File: config.mk
export PLATFORM = sky130hd
export DESIGN_NAME = psk_mod
export DESIGN_NICKNAME = d
export VERILOG_FILES = /design/src/rtl/psk_mod.sv
export SDC_FILE = /design/constraint.sdc
export NUM_CORES = 1
export LEC_CHECK = 0
export CORE_UTILIZATION = 46
export CTS_CLUSTER_DIAMETER = 200
export CTS_CLUSTER_SIZE = 16
export DETAILED_ROUTE_END_ITERATION = 10
export PLACE_DENSITY = 0.67
export SYNTH_ARGS = -nofsm -noshare
export SYNTH_HDL_FRONTEND = slang
export SYNTH_SLANG_ARGS = --single-unit
export TNS_END_PERCENT = 20
File: constraint.sdc
create_clock -name s_clk -period 5.1 [get_ports s_clk]
set_input_delay 1.02 -clock s_clk [delete_from_list [all_inputs] [get_ports s_clk]]
set_output_delay 1.02 -clock s_clk [all_outputs]
set_load 0.03 [all_outputs]
File: src/rtl/psk_mod.sv
// PSK baseband modulator (BPSK/QPSK/8PSK per symbol) with one-entry symbol buffer,
// SPS-sample symbol hold, free-running carrier phase and offset-binary sine LUT output.
module psk_mod #(
   parameter int DATA_W       = 12,
   parameter int PHASE_W      = 6,
   parameter int SPS          = 64,
   parameter int CARRIER_STEP = 1,
   parameter int GRAY         = 1
) (
   input  logic              s_clk,
   input  logic              rst_n,
   input  logic              i_ce,
   input  logic [2:0]        i_sym,
   input  logic [1:0]        i_mode,
   input  logic              i_valid,
   output logic              o_ready,
   output logic [DATA_W-1:0] o_I,
   output logic [DATA_W-1:0] o_Q,
   output logic              o_active,
   output logic              o_sym_start,
   output logic              o_underrun
);

   localparam int N     = 2 ** PHASE_W;
   localparam int M     = 2 ** (DATA_W - 1);
   localparam int A     = M - 1;
   localparam int CNT_W = (SPS > 1) ? $clog2(SPS) : 1;

   localparam logic [PHASE_W-1:0] STEP     = PHASE_W'(CARRIER_STEP % N);
   localparam logic [PHASE_W-1:0] QTR      = PHASE_W'(N / 4);
   localparam logic [DATA_W-1:0]  MID      = DATA_W'(M);
   localparam logic [CNT_W-1:0]   CNT_LAST = CNT_W'(SPS - 1);

   logic [DATA_W-1:0] lut [N];

   for (genvar k = 0; k < N; k++) begin : g_lut
      localparam real ANG = 2.0 * 3.14159265358979323846 * $itor(k) / $itor(N);
      localparam int  VAL = $rtoi($itor(M) + $itor(A) * $sin(ANG) + 0.5);
      assign lut[k] = DATA_W'(VAL);
   end

   // Symbol bits -> carrier phase offset for the captured modulation order
   function automatic logic [PHASE_W-1:0] sym_off(input logic [2:0] sym, input logic [1:0] mode);
      logic [2:0] idx8;
      logic [1:0] idx4;
      logic [PHASE_W-1:0] off;
      idx8 = sym;
      idx4 = sym[1:0];
      if (GRAY != 0) begin
         idx8 = {sym[2], sym[2] ^ sym[1], sym[2] ^ sym[1] ^ sym[0]};
         idx4 = {sym[1], sym[1] ^ sym[0]};
      end
      case (mode)
         2'd0:    off = PHASE_W'(sym[0]) << (PHASE_W - 1);
         2'd2:    off = PHASE_W'(idx8) << (PHASE_W - 3);
         default: off = PHASE_W'(idx4) << (PHASE_W - 2);
      endcase
      return off;
   endfunction

   logic [PHASE_W-1:0] acc;
   logic [PHASE_W-1:0] cur_off;
   logic [CNT_W-1:0]   cnt;
   logic               active;
   logic               buf_valid;
   logic [2:0]         buf_sym;
   logic [1:0]         buf_mode;
   logic               rdy_en;

   logic               load;
   logic               emit;
   logic [PHASE_W-1:0] ld_off;
   logic [PHASE_W-1:0] ps;
   logic [PHASE_W-1:0] pi_idx;
   logic [CNT_W-1:0]   cnt_nx;

   assign o_ready = rdy_en && !buf_valid;

   always_comb begin
      load   = (cnt == '0) && buf_valid;
      emit   = (cnt != '0) || buf_valid;
      ld_off = sym_off(buf_sym, buf_mode);
      ps     = acc + (load ? ld_off : cur_off);
      pi_idx = ps + QTR;
      cnt_nx = (cnt == CNT_LAST) ? '0 : cnt + CNT_W'(1);
   end

   // Buffer accept and load are exclusive: accept needs it empty, load needs it full
   always_ff @(posedge s_clk or negedge rst_n) begin
      if (!rst_n) begin
         acc         <= '0;
         cur_off     <= '0;
         cnt         <= '0;
         active      <= 1'b0;
         buf_valid   <= 1'b0;
         buf_sym     <= '0;
         buf_mode    <= '0;
         rdy_en      <= 1'b0;
         o_I         <= MID;
         o_Q         <= MID;
         o_active    <= 1'b0;
         o_sym_start <= 1'b0;
         o_underrun  <= 1'b0;
      end else begin
         rdy_en      <= 1'b1;
         o_sym_start <= 1'b0;
         o_underrun  <= 1'b0;
         if (i_valid && o_ready) begin
            buf_valid <= 1'b1;
            buf_sym   <= i_sym;
            buf_mode  <= i_mode;
         end
         if (i_ce) begin
            acc <= acc + STEP;
            if (emit) begin
               o_Q      <= lut[ps];
               o_I      <= lut[pi_idx];
               o_active <= 1'b1;
               active   <= 1'b1;
               cnt      <= cnt_nx;
               if (load) begin
                  cur_off     <= ld_off;
                  buf_valid   <= 1'b0;
                  o_sym_start <= 1'b1;
               end
            end else begin
               o_Q        <= MID;
               o_I        <= MID;
               o_active   <= 1'b0;
               o_underrun <= active;
               active     <= 1'b0;
            end
         end
      end
   end

endmodule

# Word-level counts from Yosys, hierarchy flattened
# Memories as Yosys holds them, arrays and structs flattened.
# Cells that the tools add are included.
# op_classes
eq_ne	2
n_lt_le_gt_ge	2
bitwise	5
addsub	4
muxes	19
n_reduce_logical	9
# op_table
cell	count
$mux W12	6
$ge A7 B7 Y1 const B	2
$not A6 Y7	2
$add A6 B1 Y6 const B	2
$mux W6	2
$pmux W6 S2	1
$mux W1	10
$add A6 B5 Y6 const B	1
$add A6 B6 Y6	1
$eq A6 B6 Y1 const B	1
$logic_not A6 Y1	1
$reduce_bool A6 Y1	1
$logic_and A1 B1 Y1	3
$xor A1 B1 Y1	3
$eq A2 B2 Y1 const B	1
$logic_not A2 Y1	1
$reduce_and A2 Y1	1
$logic_not A1 Y1	1
$logic_or A1 B1 Y1	1
# totals
wordCells	55
mem_count	2
out_inout_bits	28
in_bits	9
register_bits	52
romBits	1536
# mem_list
name	depth	word_bits	rd	rd_clocked_by_memory_dff	wr	line_no	source
(name not given)	64	12	1	0	0	117	o_I <= lut[pi_idx];
(name not given)	64	12	1	0	0	116	o_Q <= lut[ps];

# Depth between registers and ports, before layout
# Gate-level depths: netlist of the first run.
# depth
ltp_word	11
depth_mapped	15
mapped_depth_nobuf	14

# Worst setup path before layout of the first run
# No wires, ideal clock.
# synth_timing
path_kind	flip-flop to flip-flop
startpoint	reg cnt[2]
endpoint	reg o_I[7]
path_buffers	2
setup_slack_ns	1.542
stages_incl_launch_ff	15
required_time_ns	4.974
synth_period_minus_slack_ns	3.558
setup_ns	0.126
arrival_time_ns	3.432
path_cell_list	dfrtp_1 nor4_2 nand3_2 and2_1 ha_1 fa_1 clkbuf_1 inv_1 ha_1 clkbuf_1 o21ai_0 o21ai_0 o21ai_0 mux2i_1 a221o_1
# synth_via
elab_chain_cells	10
elab_cells_between_ends	12
classes_between	add/sub: 2; mux: 4; bitwise: 1; reduce/logical: 4; memory: 1
# synth_rtl
element	line_no	source
start: declaration	63	logic [CNT_W-1:0] cnt;
start signal: assignment	120	cnt <= cnt_nx;
$logic_not A6 Y1	80	load = (cnt == '0) && buf_valid;
$logic_and A1 B1 Y1	80	
$mux W6	n/a	
$add A6 B6 Y6	83	ps = acc + (load ? ld_off : cur_off);
$add A6 B5 Y6	84	pi_idx = ps + QTR;
$not A6 Y7 (implied by the code)	117	
$mem_v2 Z64 W12	n/a	
$mux W12 (implied by the code) (2 in a row)	117	
$mux W12 (*)	115	if (emit) begin
end signal: assignment	117	
end: declaration	17	output logic [DATA_W-1:0] o_I,
# Every way passes the cells marked *; elsewhere a longest branch is shown, timed or not. The select of a mux whose other input is x is not followed.
# A chain may end at the register's enable or synchronous reset.

# Worst setup path in the final report of the first run
# layout_timing
startpoint	reg cnt[2]
endpoint	reg o_I[2]
# The elaborated chain is that of the path after synthesis.

==> results of run 1 <==
-- layer usage --
layer  share of wire  GRT usage  up-vias
li1                -          -     1568
met1            0.46      0.320     1546
met2            0.49      0.375       98
met3           0.037     0.0251       17
met4           0.020     0.0754        0
met5               0          0        -
-- cells in the mapped netlist, drive strengths merged, types with 9 or more instances --
library cell	count	share of area
inv	21	0.021
o22ai	10	0.017
o221ai	9	0.021
nand2	43	0.044
dfrtp	50	0.34
o21ai	32	0.044
and2	9	0.015
clkbuf	19	0.019
ha	17	0.058
a21oi	32	0.044
xnor2	15	0.041
mux2i	24	0.065
nor2	35	0.036
-- registers in the layout (all words and copies together), names as in the netlist --
register / flops
cur_off: 6
o_underrun: 1
acc: 6
o_sym_start: 1
buf_sym: 3
buf_mode: 2
rdy_en: 1
o_I: 12
cnt: 6
buf_valid: 1
active: 1
o_Q: 12
-- worst max path at each step --
stage                   to  cells past startpoint  slack (ns)  startpoint
floorplan           o_I[7]                     14        1.54      cnt[2]
global route        o_Q[1]                     10        0.66      cnt[2]
CTS                 o_Q[1]                     10        1.05      cnt[2]
finish              o_I[2]                     11        1.01      cnt[2]
global placement    o_Q[1]                     10        0.94      cnt[2]
detailed placement  o_Q[1]                     10        1.07      cnt[2]
-- worst min-delay path: stages (launching register included) --
cell	delay (ns)
dfstp_2	0.38
nor2_1	0.08
a31oi_1	0.04
-- stage by stage --
stage	instances	utilization	hold WS [ns]
5_1_grt	553	0.546	0.527
2_1_floorplan	423	-	0.444
6_report	553	0.546	0.491
4_1_cts	553	0.546	0.492
3_3_place_gp	545	0.535	0.463
3_5_place_dp	545	0.535	0.479
-- layout make-up --
cell class | instances | area [µm²] | area share
clock buffer | 6 | 72.6 | 0.0172
multi-input combinational | 324 | 2190 | 0.520
sequential | 52 | 1300 | 0.309
tap | 102 | 128 | 0.0303
timing repair buffer | 46 | 430 | 0.102
inverter | 21 | 78.8 | 0.0187
clock inverter | 2 | 12.5 | 0.00297
-- logic make-up (layout without fill, tap and decap cells) --
group,after synthesis,after routing,synth area share
flops,52,52,0.355
other cells,1,1,0.00102
mux,31,31,0.0869
xor+xnor,22,22,0.0576
buf+inv,47,75,0.0545
compound gates,128,128,0.224
simple gates,124,124,0.158
fa+ha+maj,18,18,0.0634
==> impl_metrics.env, run 1 <==
export IMPL_clock_fmax_ghz=0.245
export IMPL_critPathKind="register to register"
export IMPL_yosysSeqAreaShare=0.355
export IMPL_tns_ns=0
export IMPL_ys_flop_type="dfrtp_1"
export IMPL_diodes=0
export IMPL_regToRegSetupSlack_ns=1.01
export IMPL_cp_start_kind="register"
export IMPL_syn_avg_cell_area_um2=8.68
export IMPL_die_height_um=91.4
export IMPL_grt_max_degree=53
export IMPL_post_route_period_util=0.802
export IMPL_routed_via_density=5.84
export IMPL_core_um2=7730
export IMPL_crit_chain="nor4_2 > nand3_2 > and2_1 > ha_1 > a21oi_1 > xnor2_2 > nand2_1 > o21ai_0 > mux2i_1 > a22oi_1 > o21ai_1"
export IMPL_drt_pass1_iterations=5
export IMPL_yosysWarningCount=0
export IMPL_hold_buffers=0
export IMPL_nets=477
export IMPL_worst_path_max_fanout=23
export IMPL_rr_endpoint="o_I[2]"
export IMPL_synth_area_um2=3670
export IMPL_grt_pass1_vias=3005
export IMPL_cts_setup_buffers=0
export IMPL_max_stage_delay_ns=0.85
export IMPL_setup_violations=0
export IMPL_rows=32
export IMPL_drtAntennaViolNets=0
export IMPL_finClkSkew_ns=0.00711
export IMPL_initial_core_util=0.475
export IMPL_worst_pin_slew_ns=1.04
export IMPL_holdPathStages=2
export IMPL_wl_per_cell_um=16.7
export IMPL_post_place_ws_ns=1.07
export IMPL_ys_ff_latch=52
export IMPL_synth_cell_types=53
export IMPL_synthCells=423
export IMPL_cts_tree="done"
export IMPL_syn2layout_area_growth_pct=14.8
export IMPL_period_needed_ns=4.09
export IMPL_final_common_cell="dfrtp_1"
export IMPL_critPathSlowestCell="xnor2_2"
export IMPL_cts_buffers_inserted=5
export IMPL_status="finished clean"
export IMPL_clkLatencyLatePin_ns=0.31
export IMPL_wl_um=9230
export IMPL_overflow=0
export IMPL_most_common_layout_cells="dfrtp_1, nand2_1, nor2_1, clkdlybuf4s50_1, a21oi_1"
export IMPL_r2r_cells=11
export IMPL_cts_resized=0
export IMPL_final_area_um2=4220
export IMPL_max_cap_violations=0
export IMPL_slew_headroom=0.302
export IMPL_hold_path_class="register to register"
export IMPL_n_fill_cell=717
export IMPL_cts_max_level=2
export IMPL_grt_total_usage=0.230
export IMPL_endpoint_kind="register"
export IMPL_die_w_um=91.4
export IMPL_required_ns=5.28
export IMPL_post_dp_hpwl_um=6620
export IMPL_io_pins=37
export IMPL_synth_edf_count=0
export IMPL_regToRegStartpoint="cnt[2]"
export IMPL_async_reset_ff_frac=1.00
export IMPL_die_area_um2=8350
export IMPL_drive_gt1_frac=0.0754
export IMPL_final_max_slew_violation_count=0
export IMPL_timing_critical_path_buf_inv=0
export IMPL_place_congestion=0.943
export IMPL_drc=0
export IMPL_hold_end="o_Q[11]"
export IMPL_io_buffers=36
export IMPL_crit_family="simple AND/OR/NAND/NOR gates"
export IMPL_cts_path_max_buffers=2
export IMPL_drtIter0Drc=302
export IMPL_grt_pass1_wl_um=15300
export IMPL_clk_pin_slew_ns=0.10
export IMPL_cts_root_buffer="clkbuf_8"
export IMPL_min_from="o_Q[11]"
export IMPL_hold_viol=0
export IMPL_antenna_found_initial=0
export IMPL_synth_nets=450
export IMPL_rsz0062_at_grt="no"
export IMPL_cts_sinks=52
export IMPL_worst_slack_ns=1.01
export IMPL_arrival_ns=4.27
export IMPL_vias=3229
export IMPL_placed_area_um2=4130
Power of run 1 is not shown: default switching activity piles up to over one toggle a cycle in this logic, so the estimate is an artifact.
==> run 2: changes to the inputs <==
clock period = 4.21 ns   (was 5.1 ns; I/O delays follow)
==> run 2 against run 1 <==
Flip-flop and latch count stayed put. Critical path depth increased by 2. Largest cell class unchanged. Fmax rose by 6.7%. Critical path type unchanged. Setup slack worse by 0.63 ns. Clock skew grew 0.00098 ns. Non-clock buffer count increased by 10.
==> impl_metrics.env, run 2 (synthesis results as in run 1) <==
export IMPL_status="finished clean"
export IMPL_clkLatencyLatePin_ns=0.31
export IMPL_drtAntennaViolNets=0
export IMPL_cts_setup_buffers=0
export IMPL_cts_sinks=52
export IMPL_post_dp_hpwl_um=7050
export IMPL_cp_start_kind="register"
export IMPL_max_cap_violations=0
export IMPL_worst_path_max_fanout=9
export IMPL_wl_um=9680
export IMPL_io_pins=37
export IMPL_cts_tree="done"
export IMPL_overflow=0
export IMPL_diodes=0
export IMPL_post_route_period_util=0.910
export IMPL_syn2layout_area_growth_pct=18.5
export IMPL_largestRegisters="o_I x12, o_Q x12"
export IMPL_dr_max_layer_used="met4"
export IMPL_n_fill_cell=709
export IMPL_place_congestion=0.966
export IMPL_required_ns=4.40
export IMPL_hold_viol=0
export IMPL_hold_buffers=0
export IMPL_grt_max_degree=53
export IMPL_setup_violations=0
export IMPL_most_common_layout_cells="dfrtp_1, nand2_1, nor2_1, clkdlybuf4s50_1, a21oi_1"
export IMPL_final_common_cell="dfrtp_1"
export IMPL_hold_path_class="register to register"
export IMPL_cts_root_buffer="clkbuf_8"
export IMPL_core_um2=7730
export IMPL_initial_core_util=0.475
export IMPL_rsz0062_at_grt="no"
export IMPL_timing_critical_path_buf_inv=2
export IMPL_tns_ns=0
export IMPL_max_stage_delay_ns=0.61
export IMPL_antenna_found_initial=0
export IMPL_critPathSlowestCell="fa_1"
export IMPL_grt_pass1_wl_um=15800
export IMPL_die_area_um2=8350
export IMPL_wl_met1_um=4250
export IMPL_worst_pin_slew_ns=0.729
export IMPL_vias=3349
export IMPL_slew_headroom=0.514
export IMPL_nets=487
export IMPL_cts_path_max_buffers=2
export IMPL_final_max_slew_violation_count=0
export IMPL_crit_family="adder cells"
export IMPL_clk_pin_slew_ns=0.10
export IMPL_drive_gt1_frac=0.0954
export IMPL_grt_total_usage=0.240
export IMPL_wl_per_cell_um=17.2
export IMPL_cts_buffers_inserted=5
export IMPL_drtIter0Drc=354
export IMPL_drc=0
export IMPL_multi_input_area_um2=2190
export IMPL_io_buffers=36
export IMPL_cts_resized=0
export IMPL_arrival_ns=4.02
export IMPL_cts_max_level=2
export IMPL_met3WireLength_um=433
export IMPL_cp_common_cell="o21ai_0"
export IMPL_endpoint_kind="register"
export IMPL_drt_pass1_iterations=6
export IMPL_die_height_um=91.4
export IMPL_grt_pass1_vias=3152
export IMPL_finClkSkew_ns=0.00810
export IMPL_rows=32
export IMPL_wl_met2_um=4620
export IMPL_die_w_um=91.4
export IMPL_period_needed_ns=3.83
export IMPL_final_seq_area_um2=1300
export IMPL_clock_fmax_ghz=0.261
export IMPL_critPathKind="register to register"
export IMPL_routed_via_density=5.95
export IMPL_crit_chain="nor4_2 > nand3_2 > and2_1 > ha_1 > fa_1 > buf_4 > inv_1 > ha_1 > o21ai_0 > o21ai_0 > o21ai_0 > mux2i_1 > a221o_1"
export IMPL_regToRegSetupSlack_ns=0.38
## run 2: layout make-up
type	instances	area share
flip-flops and latches	52	0.300
clock buffers	6	0.0167
well taps	102	0.0293
multi-input cells	324	0.504
inverters	21	0.0181
clock inverters	2	0.0138
repair buffers	56	0.119
## run 2: routing by layer
| layer | vias to the layer above | global-route usage |
|---|---|---|
| met3 | 34 | 0.0310 |
| met2 | 121 | 0.398 |
| met4 | 0 | 0.0979 |
| li1 | 1597 | - |
| met5 | - | 0 |
| met1 | 1597 | 0.316 |
## run 2: worst paths after layout
kind | startpoint | cells past startpoint | endpoint
setup / recovery | cnt[2] | 13 | o_Q[7]
hold / removal | cur_off[5] | 2 | cur_off[5]
setup reg to reg | cnt[2] | 13 | o_Q[7]
hold reg to reg | cur_off[5] | 2 | cur_off[5]
max in group asynchronous | rst_n | 2 | cnt[5]
min in group asynchronous | rst_n | 2 | o_I[9]
## run 2: per-stage QoR
stage,utilization,hold WS [ns],cells,setup slack (ns),instance area (µm²)
final,0.563,0.491,563,0.377,4350
after floorplan,-,0.444,423,0.652,3670
after detailed placement,0.546,0.471,555,0.410,4220
after CTS,0.563,0.497,563,0.393,4350
after global routing,0.563,0.508,563,0.142,4350
after global placement,0.546,0.465,555,0.512,4220
## run 2: worst reg2reg max path, cell delays in order (launching register included)
cell and delay, ns:
dfrtp_1 0.45, nor4_2 0.35, nand3_2 0.18, and2_1 0.20
ha_1 0.20, fa_1 0.61, buf_4 0.20, inv_1 0.12
ha_1 0.33, o21ai_0 0.30, o21ai_0 0.13, o21ai_0 0.25
mux2i_1 0.11, a221o_1 0.31
Power of run 2 is left out for the same reason.
